**config.mk**
```make
export PLATFORM = sky130hd
export DESIGN_NAME = vending_fsm_param
export DESIGN_NICKNAME = d
export VERILOG_FILES = /design/src/rtl/vending_fsm_param.sv
export SDC_FILE = /design/constraint.sdc
export NUM_CORES = 1
export LEC_CHECK = 0
export ABC_AREA = 1
export CORE_MARGIN = 8
export CORE_UTILIZATION = 60
export CTS_CLUSTER_SIZE = 14
export DETAILED_ROUTE_END_ITERATION = 6
export DONT_BUFFER_PORTS = 1
export PLACE_DENSITY = 0.75
export SLEW_MARGIN = 0
export SYNTH_ARGS = -nofsm -noshare
export SYNTH_HDL_FRONTEND = slang
export SYNTH_SLANG_ARGS = --single-unit
```
**constraint.sdc**
```tcl
create_clock -name sys_clk -period 3.09 [get_ports sys_clk]
set_input_delay 0.618 -clock sys_clk [delete_from_list [all_inputs] [get_ports sys_clk]]
set_output_delay 0.618 -clock sys_clk [all_outputs]
set_load 0.01 [all_outputs]
```
**src/rtl/vending_fsm_param.sv**
```systemverilog
// Parametrised vending controller: accumulates half-unit credit, vends at PRICE,
// and returns change or refunds as a train of one-cycle half-unit pulses.
module vending_fsm_param #(
  parameter int PRICE = 5,
  parameter int CNT_W = 4
) (
  input  logic             sys_clk,
  input  logic             sys_rst_n,
  input  logic             pi_money_half,
  input  logic             pi_money_one,
  input  logic             pi_cancel,
  output logic             po_cola,
  output logic             po_money,
  output logic             po_busy,
  output logic [CNT_W:0]   po_credit
);

  localparam logic [CNT_W:0] PRICE_V = (CNT_W+1)'(PRICE);

  // One-hot encoding leaves spare codes, so a corrupted state is detectable.
  typedef enum logic [1:0] {
    COLLECT  = 2'b01,
    DISPENSE = 2'b10
  } state_t;

  state_t           state_reg;
  logic [CNT_W:0]   credit_reg;
  logic [CNT_W:0]   chg_cnt_reg;

  logic [CNT_W:0]   coin;
  logic [CNT_W:0]   sum;
  logic [CNT_W:0]   change;

  // Credit stays below PRICE, so credit + 3 always fits in CNT_W+1 bits.
  always_comb begin
    coin   = (CNT_W+1)'(pi_money_half) + ((CNT_W+1)'(pi_money_one) << 1);
    sum    = credit_reg + coin;
    change = sum - PRICE_V;
  end

  always_ff @(posedge sys_clk or negedge sys_rst_n) begin
    if (!sys_rst_n) begin
      state_reg   <= COLLECT;
      credit_reg  <= '0;
      chg_cnt_reg <= '0;
      po_cola     <= 1'b0;
      po_money    <= 1'b0;
      po_busy     <= 1'b0;
    end else begin
      po_cola <= 1'b0;
      case (state_reg)
        COLLECT: begin
          po_money <= 1'b0;
          po_busy  <= 1'b0;
          if (pi_cancel) begin
            if (sum != '0) begin
              chg_cnt_reg <= sum;
              credit_reg  <= '0;
              state_reg   <= DISPENSE;
              po_money    <= 1'b1;
              po_busy     <= 1'b1;
            end
          end else if (sum >= PRICE_V) begin
            po_cola    <= 1'b1;
            credit_reg <= '0;
            if (change != '0) begin
              chg_cnt_reg <= change;
              state_reg   <= DISPENSE;
              po_money    <= 1'b1;
              po_busy     <= 1'b1;
            end
          end else begin
            credit_reg <= sum;
          end
        end

        DISPENSE: begin
          credit_reg <= '0;
          // Coin and cancel strobes are deliberately dropped here.
          if (chg_cnt_reg <= (CNT_W+1)'(1)) begin
            chg_cnt_reg <= '0;
            state_reg   <= COLLECT;
            po_money    <= 1'b0;
            po_busy     <= 1'b0;
          end else begin
            chg_cnt_reg <= chg_cnt_reg - (CNT_W+1)'(1);
            po_money    <= 1'b1;
            po_busy     <= 1'b1;
          end
        end

        default: begin
          state_reg   <= COLLECT;
          credit_reg  <= '0;
          chg_cnt_reg <= '0;
          po_money    <= 1'b0;
          po_busy     <= 1'b0;
        end
      endcase
    end
  end

  assign po_credit = credit_reg;

endmodule
```
# After elaboration in Yosys (flattened, before gate mapping)
# Index checks and enable logic that the tools add are counted.
[word_totals]
regBits = 14
out_inout_bits = 8
[op_classes]
addsub = 4
eq_ne = 6
mux = 25
n_reduce_logical = 4
magnitude_cmp = 2
[op_table]
columns = ["op", "count"]
rows = [
  ["two-way mux 5 bit", 9],
  ["two-way mux 2 bit", 5],
  ["one-hot mux 5 bit (2 select lines)", 1],
  ["nonzero test 5 bit", 2],
  ["!= test 3 bit (second input constant)", 3],
  ["two-way mux 1 bit", 8],
  ["adder 5 x 3 -> 5 bit", 1],
  ["greater-or-equal comparator 5 x 3 -> 1 bit (second input constant)", 1],
  ["less-or-equal comparator 5 x 1 -> 1 bit (second input constant)", 1],
  ["subtractor 5 x 1 -> 5 bit (second input constant)", 1],
  ["subtractor 5 x 3 -> 5 bit (second input constant)", 1],
  ["one-hot mux 2 bit (2 select lines)", 1],
  ["AND reduction 4 bit", 1],
  ["adder 1 x 2 -> 3 bit", 1],
  ["AND reduction 3 bit", 1],
  ["equality test 2 x 1 -> 1 bit (second input constant)", 1],
  ["equality test 2 bit (second input constant)", 1],
  ["!= test 2 bit (second input constant)", 1],
  ["one-hot mux 1 bit (2 select lines)", 1],
]

# Depth between registers and ports, before layout
# Gate-level depths: netlist of the first run.
[depth]
ltp_word = 8
mapped_depth = 13
mapped_depth_nobuf = 13

# Worst setup path before layout of the first run
# Ideal clock, no wire load.
[synth_path]
kind = "input port to flip-flop"
from = "in pi_money_half"
to = "reg chg_cnt_reg[1]"
arrival_ps = 2342
path_slack_ps = 624
t_required_ps = 2967
setup_ps = 123
cell_stages = 12
path_cell_list = "ha_1 -> fa_1 -> inv_1 -> ha_1 -> inv_1 -> nand3_2 -> nand2_2 -> nand2_2 -> nor2_4 -> nand3_4 -> nand2_8 -> o21ai_2"
[synth_between]
elab_chain_len = 7
[synth_lines]
columns = ["item", "line", "source"]
rows = [
  ["start: declaration", "9", "input logic pi_money_half,"],
  ["adder 1 x 2 -> 3 bit (*)", "36", "coin = (CNT_W+1)'(pi_money_half) + ((CNT_W+1)'(pi_money_one) << 1);"],
  ["adder 5 x 3 -> 5 bit (*)", "37", "sum = credit_reg + coin;"],
  ["subtractor 5 x 3 -> 5 bit", "38", "change = sum - PRICE_V;"],
  ["two-way mux 5 bit", "66", "if (change != '0) begin"],
  ["two-way mux 5 bit", "63", "end else if (sum >= PRICE_V) begin"],
  ["two-way mux 5 bit", "55", "if (pi_cancel) begin"],
  ["one-hot mux 5 bit (2 select lines)", "51", "case (state_reg)"],
  ["end signal: assignment", "57", "chg_cnt_reg <= sum;"],
  ["end signal: assignment", "67", "chg_cnt_reg <= change;"],
  ["end signal: assignment", "86", "chg_cnt_reg <= chg_cnt_reg - (CNT_W+1)'(1);"],
  ["end: declaration", "28", "logic [CNT_W:0] chg_cnt_reg;"],
]
# Mark *: on every way between the ends. The rest lies on a longest branch, timed or not. The select of a mux whose other input is x is not followed.
# A chain may end at the register's enable or synchronous reset.

# Final worst setup path of the first run
[layout_path]
from = "reg credit_reg[0], in the netlist po_credit[0]"
to = "reg chg_cnt_reg[1]"
[layout_between]
elab_chain_len = 6
[layout_lines]
columns = ["item", "line", "source"]
rows = [
  ["start: declaration", "27", "logic [CNT_W:0] credit_reg;"],
  ["start signal: assignment", "73", "credit_reg <= sum;"],
  ["adder 5 x 3 -> 5 bit (*)", "37", ""],
  ["subtractor 5 x 3 -> 5 bit", "38", ""],
  ["two-way mux 5 bit", "66", ""],
  ["two-way mux 5 bit", "63", ""],
  ["two-way mux 5 bit", "55", ""],
  ["one-hot mux 5 bit (2 select lines)", "51", ""],
]
# Marked as above.

==> results.tsv, run 1 <==
metric	value	unit
drc	0	
mostFrequentLayoutCells	nand2_1, inv_1, nor2_1, nand3_1	
tightest_slew	391	ps
tns	0	ps
avgSynthCellArea	7.73	um2
rsz0062_at_grt	false	
cts_tree	yes	
final_area	1260	um2
final_common_cell	nand2_1	
first_iter_violations	23	
die_area	3720	um2
synth_compound_area_share	9.48	%
power.internal	474	uW
hpwl	1980	um
synthAdderAreaFrac	10.9	%
hold_viol	0	
fp.dieW	61.0	um
power_density	716	nW/um2
grt_pass1_vias	1018	
io_pins	13	
synth_top_area_share	26.8	%
p_sw	432	uW
ant_nets	0	
gr-usage-all-layers	14.9	%
post-route-period-util	79.0	%
coreArea	1940	um2
drv_slew	0	
insertion_delay	290	ps
p_comb_share	56.8	%
root_buffer	clkbuf_4	
pre_cts_slack	490	ps
syn_nets	172	
setup_violations	0	
cts.sinks	14	
peakVddDrop	0.392	mV
syn_to_final_growth	4.23	%
viasPerCell	5.14	
synth.distinct_cells	27	
fmax	409	MHz
grt_pass1_wl	4280	um
grt_max_degree	15	
grt_overflow	0	
end_kind	flop	
synth_top_area_cell	dfrtp_1	
swShare	47.7	%
cts_max_path_buffers	2	
antenna_cells	0	
drv_cap	0	
critPathKind	reg2reg	
fin_ws	648	ps
synth_mux_area_share	0	%
status	complete, no violations	
die_y	61.0	um
vias	961	
htree_levels	1	
power_frac_seq	30.5	%
ys_ff_latch	14	
seq_area_frac_synth	29.0	%
slew_headroom	73.9	%
drtPass1Iterations	4	
p_clk_share	12.7	%
io_buffers	0	
synth.area.top_cells	dfrtp_1, ha_1, nand2_1	
grt_antenna_before_repair	0	
yosysWarnings	0	
skew	3.13	ps
ctsResizeCount	0	
power_leakage	0.649	nW
drive_gt1_share	23.1	%
critical_path_arrival	2660	ps
hold_class	in2async	
synth-xor-area-share	2.16	%
fin_crit	2440	ps
critPathMaxFanout	10	
gp_congestion	0.839	
start_kind	flop	
wire_per_inst	12.8	um
wirelength	2400	um
place_area	1230	um2
path_clk_slew	90	ps
cts_buffers	3	
required	3310	ps
yosys.area_share.simple	39.0	%
power	906	uW
synth_top_family_by_area	simple AND/OR/NAND/NOR gates	
initial_core_util	62.5	%
rows	16	
final_nets	176	
syn_inst	157	
syn_area	1210	um2
## final timing paths
path	start	to	slack (ps)	cells after the start
min in group sys_clk	state_reg[0]$_DFFE_PN1P_	state_reg[0]$_DFFE_PN1P_	480	2
max in group asynchronous	sys_rst_n	state_reg[1]$_DFFE_PN0P_	2210	1
worst min register to register	state_reg[0]$_DFFE_PN1P_	state_reg[0]$_DFFE_PN1P_	480	2
worst max register to register	po_credit[0]$_DFFE_PN0N_	chg_cnt_reg[1]$_DFFE_PN0P_	650	13
worst max-delay path	po_credit[0]$_DFFE_PN0N_	chg_cnt_reg[1]$_DFFE_PN0P_	650	13
worst min-delay path	sys_rst_n	po_credit[0]$_DFFE_PN0N_	20	0
## synth_stat cells
cell and number:
nand2_1 28, inv_1 21, nor2_1 15, nand3_1 14
dfrtp_1 13, nand2_2 13, ha_1 9, o21ai_2 5
o22ai_1 5, a21oi_1 4, nand3_2 4, inv_2 3
nand2_4 3, nand4_1 3, o21ai_0 3, nor2_4 2
xnor2_1 2, buf_4 1, buf_6 1, dfstp_2 1
fa_1 1, inv_4 1, nand2_8 1, nand3_4 1
nand3b_1 1, o21ai_1 1, xor2_1 1
## per-stage QoR
step	hold slack, ps	util, %	std cells
3_5_place_dp	323	63.3	182
4_1_cts	9.68	64.6	186
3_3_place_gp	323	63.3	182
5_1_grt	1.95	65.1	187
2_1_floorplan	322	-	157
6_report	15.6	65.1	187
## critical path, cell delays in order (launching register included)
cell and delay, ps:
dfrtp_1 450, ha_1 250, fa_1 480, inv_1 90, ha_1 260, inv_1 80, nand3_2 100, nand2_2 100
nand2_2 60, nor2_4 130, nand3_4 120, nand2_8 140, nand2_2 60, o21ai_2 50
## power groups by stage
| stage | sequential [mW] | clock [mW] | combinational [mW] |
|---|---|---|---|
| 3_5_place_dp | 0.281 | 0 | 0.512 |
| 6_report | 0.277 | 0.115 | 0.514 |
| 3_3_place_gp | 0.278 | 0 | 0.502 |
| 2_1_floorplan | 0.266 | 0 | 0.443 |
| 4_1_cts | 0.277 | 0.117 | 0.515 |
| 5_1_grt | 0.284 | 0.127 | 0.586 |
## repair_timing
| item | CTS | global route |
|---|---|---|
| endpoints found under the hold margin | 0 | 7 |
| setup buffers | 0 | 0 |
| hold buffers | 0 | 1 |
## routing by layer
layer | vias to the layer above | routed length (um) | part of all wire [%] | track usage (%)
li1 | 506 | - | - | -
met1 | 430 | 1190 | 50 | 19.4
met2 | 20 | 1080 | 45 | 23.8
met3 | 5 | 90 | 3.8 | 2.97
met4 | 0 | 31 | 1.3 | 4.98
met5 | - | 0 | 0 | 0
## cells by family after synthesis
| logic type | Yosys count |
|---|---|
| AND/OR/NAND/NOR | 85 |
| flip-flops | 14 |
| adder cells (fa/ha/maj) | 10 |
| buffers and inverters | 27 |
| XOR/XNOR | 3 |
| AO/OA/AOI/OAI | 18 |
## layout make-up
cell class,count,area (um2)
fill,175,677
multi-input combinational,116,747
clock buffer,4,26.3
tap,27,33.8
sequential,14,352
inverter,25,96.3
timing repair buffer,1,10.0
Power figures use the tool's default switching activity.
==> run 2: changes to the inputs <==
CORE_UTILIZATION = 56   (was 60)
PLACE_DENSITY = 0.73   (was 0.75)
clock period = 2.06 ns   (was 3.09 ns; I/O delays follow)
==> run 2 against run 1 <==
Against the previous run: the flow now finishes with violations (negative setup slack); clock power increased by 71%; wire length is 19% higher; highest routed layer unchanged; register-to-register slack worse by 780 ps; first-iteration DRC count rose by 78%; critical path depth decreased by 3; cell count up 8.6%; global-route usage fell by 0.18 points; clock skew decreased by 2.6 ps; cell area increased by 15%; non-clock buffer count up 14; die area up 5.2%; combinational power rose by 98%.
==> results.tsv, run 2 (synthesized netlist as in run 1, its figures left out) <==
metric	value	unit	change
grt_overflow	0		unchanged
final_area	1460	um2	+15%
fin_ws	-131	ps	-778 ps
power_leakage	0.732	nW	+13%
gr-usage-all-layers	14.7	%	-0.18 points
fmax	457	MHz	+11%
mostFrequentLayoutCells	nand2_1, inv_1, nor2_1, nand2_2		
critPathKind	reg2reg		
hold_viol	0		unchanged
first_iter_violations	41		+78%
drtPass1Iterations	4		unchanged
insertion_delay	280	ps	about the same
grt_antenna_before_repair	0		unchanged
grt_pass1_vias	1053		+3.4%
setup_violations	8		+8
skew	0.489	ps	-2.64 ps
io_buffers	0		unchanged
io_pins	13		unchanged
tightest_slew	647	ps	+256 ps
dp_cells	193		+6.0%
start_kind	flop		
power_density	1110	nW/um2	+56%
worst_r2r_endpoint	chg_cnt_reg[1]$_DFFE_PN0P_		
drv_slew	0		unchanged
r2r-start	po_credit[0]$_DFFE_PN0N_		
power	1.62	mW	+79%
hold_class	reg2reg		
vias	1071		+11%
fp.dieW	62.6	um	+2.6%
viasPerCell	5.28		+2.7%
cts_tree	yes		
final_cells	203		+8.6%
grt_max_degree	15		unchanged
rows	17		+1
tns	-868	ps	-868 ps
peakVddDrop	0.896	mV	+130%
final_nets	191		+8.5%
initial_core_util	57.1	%	-5.4 points
syn_to_final_growth	19.9	%	
hold_depth	2		
required	2230	ps	-1080 ps
antenna_cells	0		unchanged
fin_crit	2190	ps	-252 ps
die_area	3910	um2	+5.2%
die_y	62.6	um	+2.6%
drc	0		unchanged
hold_path_end	state_reg[0]$_DFFE_PN1P_		
cts_max_path_buffers	2		unchanged
end_kind	flop		
critical_path_arrival	2360	ps	-300 ps
drv_cap	0		unchanged
path_clk_slew	80	ps	about the same
grt_pass1_wl	4760	um	+11%
root_buffer	clkbuf_4		
status	finished with violations		
reg2reg_depth	10		-3
wirelength	2860	um	+19%
wire_per_inst	14.1	um	+10%
gp_congestion	0.823		-1.8%
drive_gt1_share	36.6	%	+13 points
htree_levels	1		unchanged
post-route-period-util	106	%	+27 points
ant_nets	0		unchanged
violations	negative setup slack		
final_common_cell	nand2_1		
place_area	1330	um2	+7.9%
critPathMaxFanout	5		-5
rrSetupSlack	-130	ps	-780 ps
cts_buffers	3		unchanged
min-delay-start	state_reg[0]$_DFFE_PN1P_		
rsz0062_at_grt	true		
coreArea	2130	um2	+9.5%
hpwl	2110	um	+6.5%
slew_headroom	56.7	%	-17 points
cts.sinks	14		unchanged
[run 2: cell types whose count changed in the layout (fill, tap and decap cells not counted), moves of 2 or more]
cell	before	now
inv_1	21	19
ha_1	9	6
o22ai_2	0	3
buf_4	0	12
o22ai_1	5	2
inv_2	3	5
buf_6	0	2
ha_2	0	2
[run 2: repair_timing]
action | CTS | global route
hold buffers | 1 | 0
endpoints found under the setup margin | 7 | 12
gates resized for setup | 2 | 6
pin swaps | 2 | 2
endpoints found under the hold margin | 14 | 0
cloned | 0 | 1
buffers inserted | 3 | 1
[run 2: layout make-up]
type | instances | area [um2]
fill | 168 | 672
clock buffer | 4 | 36.3
tap | 28 | 35.0
multi-input combinational | 117 | 813
sequential | 14 | 352
inverter | 25 | 96.3
timing repair buffer | 15 | 123
[run 2: through the flow]
| step | worst slack, ps | hold WS, ps | util (%) |
|---|---|---|---|
| after floorplan | -59.7 | 116 | - |
| after global placement | -59.8 | 117 | 62.4 |
| after detailed placement | -116 | 117 | 62.4 |
| after CTS | -102 | 506 | 66.2 |
| after global routing | -236 | 519 | 68.4 |
| final | -131 | 501 | 68.4 |
[run 2: worst max path at each step]
stage                                   from                          to  slack [ps]
finish              po_credit[0]$_DFFE_PN0N_  chg_cnt_reg[1]$_DFFE_PN0P_        -130
global placement               pi_money_half  chg_cnt_reg[1]$_DFFE_PN0P_         -60
floorplan           po_credit[0]$_DFFE_PN0N_  chg_cnt_reg[2]$_DFFE_PN0P_         -60
CTS                 po_credit[0]$_DFFE_PN0N_  chg_cnt_reg[1]$_DFFE_PN0P_        -100
global route        po_credit[0]$_DFFE_PN0N_  chg_cnt_reg[1]$_DFFE_PN0P_        -240
detailed placement             pi_money_half  chg_cnt_reg[2]$_DFFE_PN0P_        -120
[run 2: worst max-delay path: stages (launching register included)]
cell,delay [ps]
dfrtp_1,390
ha_2,200
fa_1,480
nand2_2,190
nand3_1,110
nand3_1,90
nand2_1,110
nor2_4,150
nand3_4,140
nand2_4,140
o21ai_2,60
[run 2: power breakdown]
group          switching, mW  internal [mW]
Sequential            0.0602          0.343
Combinational          0.599          0.422
Clock                 0.0899          0.108
[run 2: routing by layer]
| layer | global-route usage (%) | routed length [um] | vias to the layer above |
|---|---|---|---|
| met5 | 0 | 0 | - |
| met4 | 2.56 | 14 | 0 |
| met3 | 4.66 | 130 | 2 |
| met2 | 23.8 | 1400 | 20 |
| met1 | 18.9 | 1320 | 509 |
| li1 | - | - | 540 |
==> run 3: changes to the inputs <==
CORE_UTILIZATION = 50   (was 56)
DONT_BUFFER_PORTS = unset   (was 1)
PLACE_DENSITY = 0.74   (was 0.73)
==> run 3 against run 2 <==
Against the previous run: the flow still finishes with violations (negative setup slack); largest power group unchanged; highest routed layer unchanged; register-to-register slack lost 40 ps; global-route usage fell by 0.13 points; maximum frequency down 2.0%; combinational power rose by 8%.
==> results.tsv, run 3 (synthesized netlist as in run 1, its figures left out) <==
metric	value	unit	change
peakVddDrop	0.688	mV	-23%
hold_class	reg2reg		
cts_tree	yes		
slew_headroom	56.1	%	-0.66 points
setup_violations	8		unchanged
cts_max_path_buffers	2		unchanged
tightest_slew	657	ps	+9.95 ps
path_clk_slew	90	ps	about the same
final_nets	206		+7.9%
final_util	67.2	%	-1.2 points
antenna_cells	0		unchanged
critPathKind	reg2reg		
io_pins	13		unchanged
fin_crit	2230	ps	+43.6 ps
fin_ws	-174	ps	-43.6 ps
coreArea	2390	um2	+12%
initial_core_util	50.8	%	-6.2 points
hpwl	2200	um	+4.1%
status	finished with violations		
grt_max_degree	15		unchanged
required	2230	ps	about the same
worst_path_largest_cell_delay	550	ps	+70 ps
cp.buffers_inverters	2		+2
slowest_stage	fa_2		
violations	negative setup slack		
fmax	448	MHz	-2.0%
power_leakage	0.806	nW	+10%
grt_overflow	0		unchanged
gr-usage-all-layers	14.6	%	-0.13 points
drtPass1Iterations	4		unchanged
vias	1194		+11%
rows	18		+1
place_area	1490	um2	+12%
start_kind	flop		
hold_viol	0		unchanged
drc	0		unchanged
grt_pass1_vias	1163		+10%
root_buffer	clkbuf_4		
syn_to_final_growth	32.3	%	
tns	-1140	ps	-269 ps
insertion_delay	290	ps	about the same
gp_congestion	0.827		+0.51%
final_common_cell	nand2_1		
critical_path.top_delay_family	adder cells		
cts_buffers	3		unchanged
die_y	65.3	um	+4.3%
rsz0062_at_grt	true		
post-route-period-util	108	%	+2.1 points
grt_antenna_before_repair	0		unchanged
cp_cell_sequence	ha_2, fa_2, inv_4, ha_4, inv_2, nand3_4, nand3_2, nand2_2, nand2_2, nand3_4, nand2_4, o21ai_2		
first_iter_violations	51		+24%
end_kind	flop		
viasPerCell	5.43		+2.9%
critical_path_arrival	2410	ps	+50 ps
mostFrequentLayoutCells	nand2_1, inv_1, buf_4, nor2_1		
fp.dieW	65.3	um	+4.3%
wirelength	3070	um	+7.2%
grt_pass1_wl	4990	um	+4.8%
cts.sinks	14		unchanged
critPathMaxFanout	5		unchanged
wire_per_inst	13.9	um	-1.1%
ant_nets	0		unchanged
final_area	1610	um2	+10%
drive_gt1_share	36.8	%	+0.27 points
htree_levels	1		unchanged
die_area	4260	um2	+8.9%
skew	5.15	ps	+4.66 ps
drv_cap	0		unchanged
power_density	1060	nW/um2	-4.8%
io_buffers	12		+12
drv_slew	0		unchanged
-- run 3: cell types whose count changed in the layout (fill, tap and decap cells not counted), moves of 2 or more --
cell             delta
dlygate4sd2_1       +2
buf_6               -2
clkdlybuf4s50_1    +10
nand2_4             +2
buf_4               +6
-- run 3: routing by layer --
metal / vias to the layer above / track usage, % / share of wire (%)
met5: - / 0 / 0
met4: 0 / 4.09 / 2.6
met3: 10 / 2.89 / 5.6
met2: 44 / 25.7 / 50
met1: 566 / 17.5 / 42
li1: 574 / - / -
-- run 3: where the power goes --
group	switching, mW	internal, mW
clock network	0.0987	0.108
logic	0.621	0.479
registers	0.0538	0.343
-- run 3: what timing repair did --
item / in CTS / in global routing
hold buffers: 0 / 0
setup buffers: 2 / 1
gates cloned: 1 / 0
resized for setup: 3 / 10
setup endpoints to repair: 12 / 11
pin swaps: 6 / 6
-- run 3: worst min-delay path, cell delays in order, from the launching register on --
cell and delay [ps]:
dfstp_2 390, nand2_1 60, nand2_1 40
-- run 3: final cells by class --
type	count	area [um2]
fill	193	782
clock buffer	4	36.3
tap	30	37.5
inverter	25	98.8
sequential	14	352
timing repair buffer	30	253
multi-input combinational	117	828
-- run 3: through the flow --
stage                     setup slack, ps  std cells  hold WS (ps)  power (mW)
final                                -174        220           478        1.70
after detailed placement             -586        212           467        1.39
after floorplan                     -59.7        157           116        1.09
after global routing                 -273        220           522        1.84
after global placement               -494        212           467        1.36
after CTS                            -165        219           481        1.63
-- run 3: worst paths after layout --
check / cells after the start / start / to / slack (ps)
max in group asynchronous: 1 / sys_rst_n / chg_cnt_reg[0]$_DFFE_PN0P_ / 1120
setup / recovery: 12 / po_credit[0]$_DFFE_PN0N_ / chg_cnt_reg[2]$_DFFE_PN0P_ / -170
setup reg to reg: 12 / po_credit[0]$_DFFE_PN0N_ / chg_cnt_reg[2]$_DFFE_PN0P_ / -170
hold reg to reg: 2 / state_reg[0]$_DFFE_PN1P_ / state_reg[0]$_DFFE_PN1P_ / 480
hold / removal: 2 / state_reg[0]$_DFFE_PN1P_ / state_reg[0]$_DFFE_PN1P_ / 480
min in group asynchronous: 1 / sys_rst_n / po_credit[3]$_DFFE_PN0N_ / 520
